===== config.mk =====
export PLATFORM = sky130hd
export DESIGN_NAME = bch_encoder_flat
export DESIGN_NICKNAME = d
export VERILOG_FILES = /design/src/rtl/bch_encoder_if.sv /design/src/rtl/bch_encoder.sv /design/src/flat_wrapper.sv
export SDC_FILE = /design/constraint.sdc
export NUM_CORES = 1
export LEC_CHECK = 0
export ABC_AREA = 0
export BUFFER_PORTS_ARGS = -buffer_cell sky130_fd_sc_hd__buf_2
export CORE_ASPECT_RATIO = 0.9
export CORE_UTILIZATION = 30
export DETAILED_ROUTE_END_ITERATION = 16
export GPL_TIMING_DRIVEN = 0
export PLACE_DENSITY = 0.53
export SKIP_LAST_GASP = 1
export SYNTH_ARGS = -nofsm -noshare
export SYNTH_HDL_FRONTEND = slang
export SYNTH_SLANG_ARGS = --single-unit

===== constraint.sdc =====
create_clock -name clk -period 2.5 [get_ports clk]
set_clock_uncertainty 0.15 [all_clocks]
set_input_delay 0.5 -clock clk [delete_from_list [all_inputs] [get_ports clk]]
set_output_delay 0.5 -clock clk [all_outputs]
set_load 0.02 [all_outputs]

===== src/rtl/bch_encoder_if.sv =====
`default_nettype none
// ============================================================================
// Module      : bch_encoder_if
// Description : Handshake bundle for the BCH(31,16) encoder. The message side
//               (msg_valid/msg_ready/msg_data) and the codeword side
//               (cw_valid/cw_ready/cw_data) plus the busy status flag.
//               master : the block that feeds messages and takes codewords
//               slave  : the encoder itself
// Revision    : 1.0 - initial release
// ============================================================================
interface bch_encoder_if #(
    parameter int K = 16,
    parameter int N = 31
);
    logic         msg_valid;
    logic         msg_ready;
    logic [K-1:0] msg_data;
    logic         cw_valid;
    logic         cw_ready;
    logic [N-1:0] cw_data;
    logic         busy;

    modport master (
        output msg_valid, msg_data, cw_ready,
        input  msg_ready, cw_valid, cw_data, busy
    );

    modport slave (
        input  msg_valid, msg_data, cw_ready,
        output msg_ready, cw_valid, cw_data, busy
    );
endinterface
`default_nettype wire


===== src/rtl/bch_encoder.sv =====
`default_nettype none
// ============================================================================
// Module      : bch_encoder
// Description : Systematic serial-LFSR BCH(31,16) t=3 encoder, GF(2^5) with
//               primitive polynomial x^5+x^2+1. Codeword is
//               c(x) = m(x)*x^15 + (m(x)*x^15 mod g(x)).
// Ports       : clk   - clock, rising edge
//               rst_n - asynchronous active-low reset
//               bus   - slave side of bch_encoder_if:
//                       msg_valid/msg_ready/msg_data[K-1:0] (message in)
//                       cw_valid/cw_ready/cw_data[N-1:0]    (codeword out)
//                       busy (high while shifting or holding a codeword)
// Revision    : 1.0 - initial release
// ============================================================================
module bch_encoder #(
    parameter int          N   = 31,
    parameter int          K   = 16,
    parameter int          P   = 15,
    parameter logic [15:0] GEN = 16'h8FAF
) (
    input  wire              clk,
    input  wire              rst_n,
    bch_encoder_if.slave     bus
);

    localparam int             CW     = $clog2(K);
    localparam logic [CW-1:0]  C_LAST = CW'(K - 1);

    typedef enum logic [1:0] {
        IDLE  = 2'd0,
        SHIFT = 2'd1,
        DONE  = 2'd2
    } state_t;

    state_t          state_q, state_d;
    logic [K-1:0]    msg_q,   msg_d;
    logic [P-1:0]    par_q,   par_d;
    logic [CW-1:0]   cnt_q,   cnt_d;
    logic [N-1:0]    cw_q,    cw_d;

    logic            w_bit;
    logic            w_fb;
    logic [P-1:0]    w_par_next;

    // Message is consumed MSB first; the register itself is kept intact so
    // it can be placed verbatim in the upper codeword bits.
    assign w_bit      = msg_q[C_LAST - cnt_q];
    assign w_fb       = w_bit ^ par_q[P-1];
    assign w_par_next = {par_q[P-2:0], 1'b0} ^ (w_fb ? GEN[P-1:0] : {P{1'b0}});

    always_comb begin
        state_d = state_q;
        msg_d   = msg_q;
        par_d   = par_q;
        cnt_d   = cnt_q;
        cw_d    = cw_q;
        unique case (state_q)
            IDLE: begin
                if (bus.msg_valid) begin
                    msg_d   = bus.msg_data;
                    par_d   = '0;
                    cnt_d   = '0;
                    state_d = SHIFT;
                end
            end
            SHIFT: begin
                par_d = w_par_next;
                if (cnt_q == C_LAST) begin
                    // Final division step: the remainder is complete now,
                    // so the codeword is built from the next-state parity.
                    cw_d    = {msg_q, w_par_next};
                    state_d = DONE;
                end else begin
                    cnt_d = cnt_q + 1'b1;
                end
            end
            DONE: begin
                if (bus.cw_ready) begin
                    state_d = IDLE;
                end
            end
            default: state_d = IDLE;
        endcase
    end

    always_ff @(posedge clk or negedge rst_n) begin
        if (!rst_n) begin
            state_q <= IDLE;
            msg_q   <= '0;
            par_q   <= '0;
            cnt_q   <= '0;
            cw_q    <= '0;
        end else begin
            state_q <= state_d;
            msg_q   <= msg_d;
            par_q   <= par_d;
            cnt_q   <= cnt_d;
            cw_q    <= cw_d;
        end
    end

    assign bus.msg_ready = (state_q == IDLE);
    assign bus.cw_valid  = (state_q == DONE);
    assign bus.busy      = (state_q != IDLE);
    assign bus.cw_data   = cw_q;

endmodule
`default_nettype wire


===== src/flat_wrapper.sv =====
// flat-port wrapper written by rule: the top's interface ports become plain ports
module bch_encoder_flat 
#(
    parameter int          N   = 31,
    parameter int          K   = 16,
    parameter int          P   = 15,
    parameter logic [15:0] GEN = 16'h8FAF
)
  (clk, rst_n, bus_msg_valid, bus_msg_data, bus_cw_ready, bus_msg_ready, bus_cw_valid, bus_cw_data, bus_busy);
  bch_encoder_if #(.K(K), .N(N)) bus_i ();
  input  wire clk;
  input  wire rst_n;
  input wire logic [$bits(bus_i.msg_valid)-1:0] bus_msg_valid;
  input wire logic [$bits(bus_i.msg_data)-1:0] bus_msg_data;
  input wire logic [$bits(bus_i.cw_ready)-1:0] bus_cw_ready;
  output wire logic [$bits(bus_i.msg_ready)-1:0] bus_msg_ready;
  output wire logic [$bits(bus_i.cw_valid)-1:0] bus_cw_valid;
  output wire logic [$bits(bus_i.cw_data)-1:0] bus_cw_data;
  output wire logic [$bits(bus_i.busy)-1:0] bus_busy;
  assign bus_i.msg_valid = bus_msg_valid;
  assign bus_i.msg_data = bus_msg_data;
  assign bus_i.cw_ready = bus_cw_ready;
  assign bus_msg_ready = bus_i.msg_ready;
  assign bus_cw_valid = bus_i.cw_valid;
  assign bus_cw_data = bus_i.cw_data;
  assign bus_busy = bus_i.busy;
  bch_encoder #(.N(N), .K(K), .P(P), .GEN(GEN)) u_core (.clk(clk), .rst_n(rst_n), .bus(bus_i));
endmodule

After elaboration in Yosys (flattened, before gate mapping)

Index checks and enable logic that the tools add are counted.

Register bits: 68
Output and inout port bits: 34

Add/sub/neg operators: 2
Order comparisons: 1
Reductions and logical operators: 8
Muxes and demuxes: 12
Bitwise gates (word level): 2
Eq/ne operators: 7

Operators by type and width:

| kind                                                                          | count |
|---|---|
| 15-bit case mux with 2 select lines                                           | 1 |
| 15-bit two-way mux                                                            | 1 |
| 15-bit bitwise XOR                                                            | 1 |
| 12-bit two-way mux                                                            | 1 |
| 4-bit two-way mux                                                             | 2 |
| 4-bit case mux with 2 select lines                                            | 1 |
| 2-bit two-way mux                                                             | 3 |
| 2-bit != test (second input constant)                                         | 3 |
| 2-bit case mux with 3 select lines                                            | 1 |
| 2-bit AND reduction                                                           | 3 |
| 3-bit AND reduction                                                           | 2 |
| 4-bit by 5-bit less-than comparator with 1-bit output (second input constant) | 1 |
| 4-bit by 1-bit adder with 4-bit output (second input constant)                | 1 |
| 1-bit binary-select mux with 4-bit select                                     | 1 |
| 4-bit equality test (second input constant)                                   | 1 |
| 2-bit nonzero test                                                            | 2 |
| 4-bit subtractor (first input constant)                                       | 1 |
| 2-bit by 1-bit equality test with 1-bit output (second input constant)        | 1 |
| 2-bit equality test (second input constant)                                   | 1 |
| 2-bit zero test                                                               | 1 |
| 2-bit by 1-bit != test with 1-bit output (second input constant)              | 1 |
| 1-bit two-way mux                                                             | 1 |
| 1-bit bitwise XOR                                                             | 1 |

Depth between registers and ports, before layout

Gate-level depths: netlist of run 1.

Depth after elaboration: 7
Gate-level depth with buffers: 7
Depth with buffers taken out: 6

Worst setup path before layout of run 1

OpenSTA, ideal clock, no wires.

Path kind: flip-flop to flip-flop
From: reg u_core.state_q[0]
To: reg u_core.msg_q[10]
Slack: 286 ps
Stages on the path, launching flop included: 6
Setup time: 125 ps
Arrival: 1940 ps
Cells stage by stage: dfrtp_1 nor2_1 and2_1 clkbuf_1 clkbuf_1 mux2_2

Word-level cells in the longest chain between the ends: 2

RTL lines:

| element                       | line               | RTL |
|---|---|---|
| start: declaration            | bch_encoder.sv:35  | `state_t state_q, state_d;` |
| start signal: assignment      | bch_encoder.sv:94  | `state_q <= state_d;` |
| 2-bit zero test               | --                 |  |
| net bus_msg_ready             | flat_wrapper.sv:16 | `output wire logic [$bits(bus_i.msg_ready)-1:0] bus_msg_ready;` |
| 2-bit AND reduction (no line) | --                 |  |
| end signal: assignment        | bch_encoder.sv:95  | `msg_q <= msg_d;` |
| end: declaration              | bch_encoder.sv:36  | `logic [K-1:0] msg_q, msg_d;` |

The timed path passes the listed nets, and every way through them passes these cells.
A chain may end at the register's enable or synchronous reset.

Final worst setup path of run 1

From: reg u_core.cnt_q[1]
To: reg u_core.par_q[2]

Word-level cells in the longest chain between the ends: 7

RTL lines:

| element                                   | line              | RTL |
|---|---|---|
| start: declaration                        | bch_encoder.sv:38 | `logic [CW-1:0] cnt_q, cnt_d;` |
| start signal: assignment                  | bch_encoder.sv:97 | `cnt_q <= cnt_d;` |
| 4-bit subtractor                          | bch_encoder.sv:47 | `assign w_bit = msg_q[C_LAST - cnt_q];` |
| 1-bit binary-select mux with 4-bit select | bch_encoder.sv:47 |  |
| 1-bit two-way mux (implied by the code)   | bch_encoder.sv:47 |  |
| 1-bit bitwise XOR                         | bch_encoder.sv:48 | `assign w_fb = w_bit ^ par_q[P-1];` |
| 12-bit two-way mux                        | bch_encoder.sv:49 | `assign w_par_next = {par_q[P-2:0], 1'b0} ^ (w_fb ? GEN[P-1:0] : {P{1'b0}});` |
| 15-bit bitwise XOR                        | bch_encoder.sv:49 |  |
| 15-bit case mux with 2 select lines       | bch_encoder.sv:57 | `unique case (state_q)` |
| end signal: assignment                    | bch_encoder.sv:96 | `par_q <= par_d;` |
| end: declaration                          | bch_encoder.sv:37 | `logic [P-1:0] par_q, par_d;` |

Every way passes these cells. The select of a mux whose other input is x is not followed.

==> results of run 1 <==
[worst max-delay path by stage]
stage	endpoint	cells past startpoint
final	u_core.par_q[2]	6
after global routing	u_core.par_q[2]	6
after CTS	u_core.par_q[2]	7
after detailed placement	u_core.par_q[2]	7
after global placement	u_core.msg_q[10]	5
after floorplan	u_core.msg_q[10]	5
[where the power goes]
group          internal [uW]  switching, uW
clock                    899            458
combinational           1430           1400
sequential              1630            400
total                   3960           2260
[layout make-up]
class	instances	share of cell area (%)
Sequential cell	68	43.87
Multi-Input combinational cell	185	34.26
Timing Repair Buffer	54	7.613
Clock buffer	12	6.355
Tap cell	126	4.065
Clock inverter	4	1.871
Buffer	14	1.581
Inverter	4	0.3871
[stage by stage]
stage	hold WS (ps)	area [sq um]	total power (uW)	std cells	utilization (%)
after floorplan	54.41	3114	4178	273	-
after global placement	305.8	3537	4840	452	35.84
after detailed placement	307.0	3567	4929	453	36.14
after CTS	35.12	3886	6326	469	39.38
after global routing	35.63	3879	6673	467	39.30
final	-3.590	3879	6219	467	39.30
[worst max-delay path, delay by kind of cell (launching register included)]
| family | cells | cell delay, ps |
|---|---|---|
| XOR/XNOR | 1 | 210 |
| flip-flops | 1 | 360 |
| multiplexers | 2 | 1000 |
| AND/OR/NAND/NOR | 1 | 180 |
| buffers and inverters | 1 | 150 |
| AO/OA/AOI/OAI | 1 | 220 |
[synth_stat cells (all sizes together)]
library cell  instances
buf                   2
nand3                 3
o221ai                9
nor2b                 2
inv                   4
nand2b               11
mux2                 18
xnor3                 9
o21ai                14
nor2                  2
mux4                  4
ha                    1
o22ai                 1
xnor2                 1
o21bai                1
a22o                  6
nand2                87
clkbuf               14
mux2i                 2
and3                  2
and2                  1
xor2                 10
dfrtp                68
o2bb2ai               1
[flip-flops by register name, summed over array words and instances (netlist names)]
| signal | flops |
|---|---|
| u_core.par_q | 15 |
| u_core.msg_q | 16 |
| u_core.state_q | 2 |
| u_core.bus.cw_data | 31 |
| u_core.cnt_q | 4 |
[per-layer routing]
metal,global-route usage (%),routed length (um),vias to the layer above
met3,5.886,387,10
met5,0,0,-
met1,20.14,3457,1051
met2,20.51,3067,45
met4,5.026,102,0
li1,-,-,1054
[logic make-up after synthesis]
group	synth area share [%]
adder cells (fa/ha/maj)	0.4017
XOR/XNOR	10.20
AND/OR/NAND/NOR	14.46
buffers and inverters	2.692
flip-flops	54.64
AO/OA/AOI/OAI	7.192
multiplexers	10.41
[what timing repair did]
item	CTS	global route
endpoints found under the setup margin	0	25
setup buffers	0	0
gates resized for setup	0	2
==> impl_metrics.csv, run 1 <==
group,metric,value,unit
clocking,cts_made_buffers,9,
final_layout,seqCellArea,1702,sq um
route,wl,7014,um
timing,fin_hold_ws,-3.590,ps
timing,fin_crit_sh,94.57,%
route,drt_iter0_drc,94,
synth,synth_top_area_share,54.64,%
setup_path,crit_chain,"buf_6 > mux4_1 > mux2_2 > xnor3_1 > nand2b_1 > o221ai_1",
timing,finalWorstSetupSlack,135.7,ps
setup_path,crit_fanout,10,
placed_design,place_congestion,0.6825,
route,ant_nets,0,
pwr,leakage,0.001959,uW
clocking,clk-insertion-delay-late,330,ps
synth,synth_cell_types,28,
pwr,peakVddDrop,0.5521,mV
global_routing,grt_pass1_vias,2241,
clocking,cts_root_buf,"clkbuf_16",
synth,netlist_instances,273,
timing,worstMarginPinSlew,605.9,ps
setup_path,reg2regPathDepth,6,
final_layout,multi_input_area,1329,sq um
final_layout,final_cell_mix,"nand2_1 (87), dfrtp_1 (68), buf_2 (52)",
clocking,cts_tree,"built",
timing,fmax,423.0,MHz
run,max_cap_violations,0,
setup_path,cp.arrival,2450,ps
setup_path,startpoint,"u_core.cnt_q[1]",
synth,ys_ff_latch,68,
placed_design,dpl.hpwl,4675,um
timing,setup-tns-final,0,ps
synth,ys_warn_count,0,
synth,synth_area_leaders,"dfrtp_1 (55%), nand2_1 (10%), xnor3_1 (6.5%)",
run_status,outcome,"finished with violations",
final_layout,final_nets,357,
route,drc,0,
die,io-pin-count,54,
clocking,clkTransAtPathRegs,50,ps
global_routing,grt_util_all_layers,14.55,%
clocking,holdBufCountCts,0,
die,die_w,109.4,um
route,first_pass_iters,4,
synth,synth_seq_area_share,54.64,%
setup_path,critPathMaxStageDelay,580,ps
final_layout,layout_commonest_cell,"nand2_1",
setup_path,start_kind,"flop",
pwr,p_per_area,1603,nW/um^2
route,viasPerCell,4.625,
timing,setup_viol,0,
route,wl_per_cell,15.02,um
setup_path,cpMaxStageDelayCell,"mux4_1",
worst_hold_path,hp-class,"input pin to async pin",
setup_path,cp.required,2590,ps
setup_path,rrSetupSlack,140,ps
synth,syn_area_per_cell,11.41,sq um
final_layout,antennaDiodeCount,0,
synth,synth_top_cell_by_area,"dfrtp_1",
clocking,clock_path_buffers,2,
final_layout,area_growth,24.55,%
final_layout,nFillCells,1004,
final_layout,layout-drive-gt1-share,26.98,%
setup_path,path_class,"flop to flop",
timing,fin_crit,2364,ps
global_routing,grt_antenna_before_repair,0,
setup_path,reg2reg_to,"u_core.par_q[2]",
route,vias,2160,
synth,syn_nets,294,
setup_path,r2r-start,"u_core.cnt_q[1]",
global_routing,grt_start_max_net_pins,69,
synth,netlist_area,3114,sq um
run_status,violations,"negative hold slack",
timing,rsz0062_at_grt,"false",
clocking,cts_sinks,68,
die,core_region_area,9869,sq um
placed_design,detailedPlace.worstSlack,61.66,ps
die,die_h,98.66,um
die,initial_utilization,31.55,%
timing,relSlewSlack,59.53,%
placed_design,port_buffers,53,
timing,drv_slew,0,
die,std_cell_rows,34,
timing,finalHoldViolCount,2,
global_routing,grt_pass1_wl,11610,um
clocking,htree_levels,3,
global_routing,grt_overflow,0,
die,dieArea,10790,sq um
setup_path,crit_path_end_kind,"flop",
No activity file was read; power rests on OpenSTA's default activity.
==> inputs of run 2 (changes only) <==
CORE_ASPECT_RATIO = 1.2   (was 0.9)
clock period = 2.9 ns   (was 2.5 ns; I/O delays follow)
==> impl_metrics.csv, run 2 (synthesis results as in run 1) <==
group,metric,value,unit
run_status,outcome,"finished, final reports clean",
timing,rsz0062_at_grt,"false",
clocking,cts_root_buf,"clkbuf_16",
pwr,leakage,0.001953,uW
clocking,clock_path_buffers,2,
pwr,power_switching,1922,uW
timing,fin_crit,2358,ps
pwr,clock_power_share,21.9,%
final_layout,layout-drive-gt1-share,26.98,%
pwr,comb_power_share,45.8,%
placed_design,port_buffers,53,
final_layout,nFillCells,1022,
placed_design,dp.cells,452,
timing,fin_crit_sh,81.32,%
pwr,peakVddDrop,0.3713,mV
setup_path,path_class,"flop to flop",
setup_path,reg2reg_to,"u_core.par_q[11]",
setup_path,reg2regPathDepth,6,
route,wl_met1,3254,um
die,io-pin-count,54,
final_layout,antennaDiodeCount,0,
timing,worstMarginPinSlew,859.6,ps
die,die_h,113.6,um
final_layout,largest_reg_flops,31,
final_layout,layout_commonest_cell,"nand2_1",
global_routing,grt_start_max_net_pins,69,
die,dieArea,10790,sq um
timing,fin_hold_ws,216.6,ps
clocking,holdBufCountCts,0,
worst_hold_path,hp-class,"input pin to async pin",
route,wl_per_cell,14.95,um
setup_path,crit_chain,"clkbuf_1 > mux4_2 > mux2_4 > xnor2_4 > xor2_1 > o221ai_1",
setup_path,r2r-start,"u_core.cnt_q[2]",
setup_path,startpoint,"u_core.cnt_q[2]",
route,wl_met3,268,um
clocking,cts_sinks,68,
clocking,cts_tree,"built",
setup_path,critPathMaxStageDelay,380,ps
global_routing,grt_antenna_before_repair,0,
clocking,cts_made_buffers,9,
setup_path,start_kind,"flop",
global_routing,grt_pass1_wl,11700,um
final_layout,fin_cells,467,
final_layout,final_nets,358,
run,max_cap_violations,0,
setup_path,cp.arrival,2380,ps
timing,drv_slew,0,
pwr,p_int,3436,uW
clocking,clk-insertion-delay-late,320,ps
route,top_layer,"met4",
global_routing,grt_pass1_vias,2271,
final_layout,area_growth,24.11,%
placed_design,place_congestion,0.7224,
route,viasPerCell,4.679,
die,core_region_area,10060,sq um
setup_path,rrSetupSlack,540,ps
route,first_pass_iters,4,
pwr,p_sw_share,35.87,%
timing,finalHoldViolCount,0,
clocking,post_cts_buffers,0,
route,drc,0,
clocking,htree_levels,3,
die,std_cell_rows,40,
timing,fmax,424.1,MHz
final_layout,final_cell_mix,"nand2_1 (87), dfrtp_1 (68), buf_2 (53)",
route,ant_nets,0,
timing,setup_viol,0,
route,vias,2185,
route,wl_met2,3363,um
placed_design,dpl.hpwl,4811,um
setup_path,crit_path_end_kind,"flop",
die,die_w,95.01,um
setup_path,cp_top_family,"multiplexers",
pwr,power_frac_seq,32.3,%
route,wl,6982,um
setup_path,cp_num_buf_inv,1,
timing,relSlewSlack,42.69,%
setup_path,crit_fanout,9,
route,drt_iter0_drc,75,
global_routing,grt_overflow,0,
clocking,cts_resized,0,
global_routing,grt_util_all_layers,14.60,%
die,initial_utilization,30.96,%
setup_path,cpMaxStageDelayCell,"mux4_2",
timing,setup-tns-final,0,ps
setup_path,cp.required,2920,ps
pwr,p_per_area,1386,nW/um^2
clocking,clkTransAtPathRegs,60,ps
## run 2: cell type report
cell class / count / area (sq um) / share of cell area [%]
flip-flops and latches: 68 / 1702 / 44.03
multi-input cells: 185 / 1329 / 34.38
repair buffers: 53 / 267.8 / 6.928
clock buffers: 11 / 252.7 / 6.539
well taps: 126 / 157.7 / 4.079
clock inverters: 4 / 72.57 / 1.878
plain buffers: 16 / 68.82 / 1.781
inverters: 4 / 15.01 / 0.3885
## run 2: per-stage QoR
stage / total power, uW / setup slack, ps / instance area, sq um / util (%)
2_1_floorplan: 3602 / 685.6 / 3114 / -
3_3_place_gp: 4182 / 516.5 / 3537 / 35.16
3_5_place_dp: 4238 / 468.9 / 3540 / 35.19
4_1_cts: 5441 / 495.4 / 3865 / 38.42
5_1_grt: 5735 / 370.1 / 3865 / 38.42
6_report: 5358 / 541.8 / 3865 / 38.42
## run 2: worst max-delay path by stage
stage / cells after the start / slack [ps] / to
after global routing: 5 / 370 / u_core.msg_q[11]
after detailed placement: 5 / 470 / u_core.msg_q[12]
after floorplan: 5 / 690 / u_core.msg_q[10]
after global placement: 5 / 520 / u_core.msg_q[12]
after CTS: 5 / 500 / u_core.msg_q[14]
final: 6 / 540 / u_core.par_q[11]
## run 2: power groups by stage
stage | clock [uW] | combinational (uW) | sequential (uW)
after floorplan | 0 | 1710 | 1890
final | 1170 | 2450 | 1730
after global routing | 1240 | 2700 | 1790
after global placement | 0 | 2450 | 1730
after detailed placement | 0 | 2490 | 1750
after CTS | 1210 | 2500 | 1740
## run 2: routing by layer
metal	vias up	track usage, %
met5	-	0
met4	0	5.455
met3	6	3.333
met2	43	22.59
met1	1086	19.89
li1	1050	-
==> inputs of run 3 (changes only) <==
ABC_AREA = 1   (was 0)
clock period = 2.4 ns   (was 2.9 ns; I/O delays follow)
==> impl_metrics.csv, run 3 <==
group,metric,value,unit
worst_hold_path,hp-class,"input pin to async pin",
placed_design,place_congestion,0.7661,
final_layout,largest_reg_flops,31,
clocking,cts_root_buf,"clkbuf_16",
clocking,holdBufCountCts,0,
global_routing,grt_util_all_layers,15.08,%
final_layout,seqCellArea,1702,sq um
pwr,p_total,5875,uW
route,ant_nets,0,
route,wl,7128,um
run_status,outcome,"finished, final reports clean",
synth,synth_top_area_share,57.02,%
route,drt_iter0_drc,101,
global_routing,grt_overflow,0,
final_layout,layout_commonest_cell,"nand2_1",
timing,fin_crit,1895,ps
route,wl_met1,3227,um
die,io-pin-count,54,
setup_path,path_class,"flop to flop",
synth,netlist_area,2984,sq um
setup_path,cp.arrival,1960,ps
synth,synth_cell_types,24,
timing,drv_slew,0,
die,initial_utilization,31.04,%
global_routing,grt_start_max_net_pins,69,
route,wl_met2,3513,um
run,max_cap_violations,0,
pwr,p_int,3450,uW
synth,synth_area_leaders,"dfrtp_1 (57%), nand2_1 (12%), nand3_1 (7.4%)",
pwr,p_per_area,1578,nW/um^2
die,std_cell_rows,39,
route,drc,0,
clocking,cts_resized,0,
clocking,cts_made_buffers,9,
route,vias,2411,
global_routing,grt_antenna_before_repair,0,
timing,setup_viol,0,
route,viasPerCell,4.637,
placed_design,port_buffers,53,
setup_path,start_kind,"flop",
synth,ys_warn_count,0,
clocking,htree_levels,3,
synth,synth_flop_cell,"dfrtp_1",
final_layout,multi_input_area,1061,sq um
timing,setup-tns-final,0,ps
clocking,post_cts_buffers,0,
synth,ys_top_cells_by_count,"nand2_1 (97), dfrtp_1 (68), nand3_1 (44)",
route,top_layer,"met4",
timing,rsz0062_at_grt,"false",
die,dieArea,10350,sq um
clocking,clk-insertion-delay-late,330,ps
synth,synth_edf_count,0,
global_routing,grt_pass1_vias,2454,
die,die_h,111.3,um
pwr,comb_power_share,42.9,%
timing,fmax,527.6,MHz
setup_path,crit_fanout,10,
timing,finalHoldViolCount,0,
timing,worstMarginPinSlew,865.5,ps
timing,relSlewSlack,42.30,%
final_layout,nFillCells,981,
setup_path,crit_path_end_kind,"flop",
synth,synth_seq_area_share,57.02,%
synth,netlist_instances,328,
synth,syn_area_per_cell,9.098,sq um
final_layout,antennaDiodeCount,0,
synth,synth_top_cell_by_area,"dfrtp_1",
clocking,clock_path_buffers,2,
pwr,power_switching,2425,uW
synth,syn_nets,349,
clocking,cts_sinks,68,
timing,fin_crit_sh,78.97,%
pwr,peakVddDrop,0.5581,mV
route,wl_per_cell,13.71,um
pwr,leakage,0.001921,uW
clocking,cts_tree,"built",
placed_design,dpl.hpwl,4957,um
synth,ys_ff_latch,68,
final_layout,area_growth,24.78,%
route,first_pass_iters,4,
final_layout,layout-drive-gt1-share,22.17,%
final_layout,final_cell_mix,"nand2_1 (97), dfrtp_1 (68), buf_2 (54)",
setup_path,cp.required,2460,ps
synth,synthArstFlopShare,100.0,%
final_layout,final_nets,413,
die,die_w,93.05,um
pwr,clock_power_share,23.9,%
clocking,clkTransAtPathRegs,50,ps
route,wl_met3,300,um
pwr,power_frac_seq,33.3,%
die,core_region_area,9613,sq um
global_routing,grt_pass1_wl,12050,um
synth,synth.most_common_cell,"nand2_1",
pwr,p_sw_share,41.28,%
[run 3: changes by cell type after synthesis, moves of 11 or more]
cell,change
nand3_1,+41
inv_1,+28
o21ai_1,+23
mux2_2,-17
nand2b_1,-11
[run 3: cell type report]
cell class / count / area share, %
Buffer: 12 / 2.285
Clock buffer: 10 / 6.149
Clock inverter: 6 / 2.386
Inverter: 35 / 3.663
Multi-Input combinational cell: 213 / 28.49
Sequential cell: 68 / 45.70
Tap cell: 123 / 4.133
Timing Repair Buffer: 53 / 7.191
[run 3: path summary, 6_finish.rpt]
kind	from	endpoint	slack, ps	cells past startpoint
worst min register to register	u_core.bus.cw_data[10]	u_core.bus.cw_data[10]	330	2
min in group clk	bus_cw_ready	u_core.state_q[1]	200	2
worst min-delay path	rst_n	u_core.par_q[10]	110	1
worst max-delay path	u_core.state_q[1]	u_core.bus.cw_data[4]	500	7
worst max register to register	u_core.state_q[1]	u_core.bus.cw_data[4]	500	7
max in group asynchronous	rst_n	u_core.bus.cw_data[4]	1410	1
[run 3: per-stage QoR]
step	instances	util [%]	setup WS, ps	area [sq um]	hold WS, ps
final	520	38.73	504.6	3724	110.9
after global placement	504	35.40	312.9	3403	310.7
after global routing	520	38.73	306.5	3724	189.1
after floorplan	328	-	753.2	2984	34.41
after CTS	520	38.73	448.9	3724	158.3
after detailed placement	504	35.43	466.9	3406	314.3
[run 3: power by group through the flow]
stage,sequential (uW),combinational (uW),clock [uW]
4_1_cts,1960,2560,1430
6_report,1950,2520,1400
2_1_floorplan,2180,1620,0
3_3_place_gp,1950,2520,0
5_1_grt,2020,2860,1480
3_5_place_dp,1970,2550,0
[run 3: critical path, stage by stage, from the launching register on]
cell     delay [ps]
dfrtp_1         390
nor2_1          340
inv_2           210
nor2_8          250
inv_4           100
buf_2           200
nand2_1          80
o21ai_1          50
[run 3: cell families (layout without fill, tap and decap cells)]
| kind of cell | Yosys count | after routing | synth area share, % |
|---|---|---|---|
| flops | 68 | 68 | 57.02 |
| xor+xnor | 1 | 1 | 0.2936 |
| compound gates | 50 | 50 | 8.679 |
| simple gates | 161 | 161 | 26.16 |
| fa+ha+maj | 1 | 1 | 0.4192 |
| buf+inv | 47 | 116 | 7.421 |
[run 3: routing by layer]
metal | vias to the layer above | global-route usage (%)
met5 | - | 0
met2 | 50 | 25.10
met3 | 9 | 3.704
met1 | 1154 | 19.00
li1 | 1198 | -
met4 | 0 | 4.923
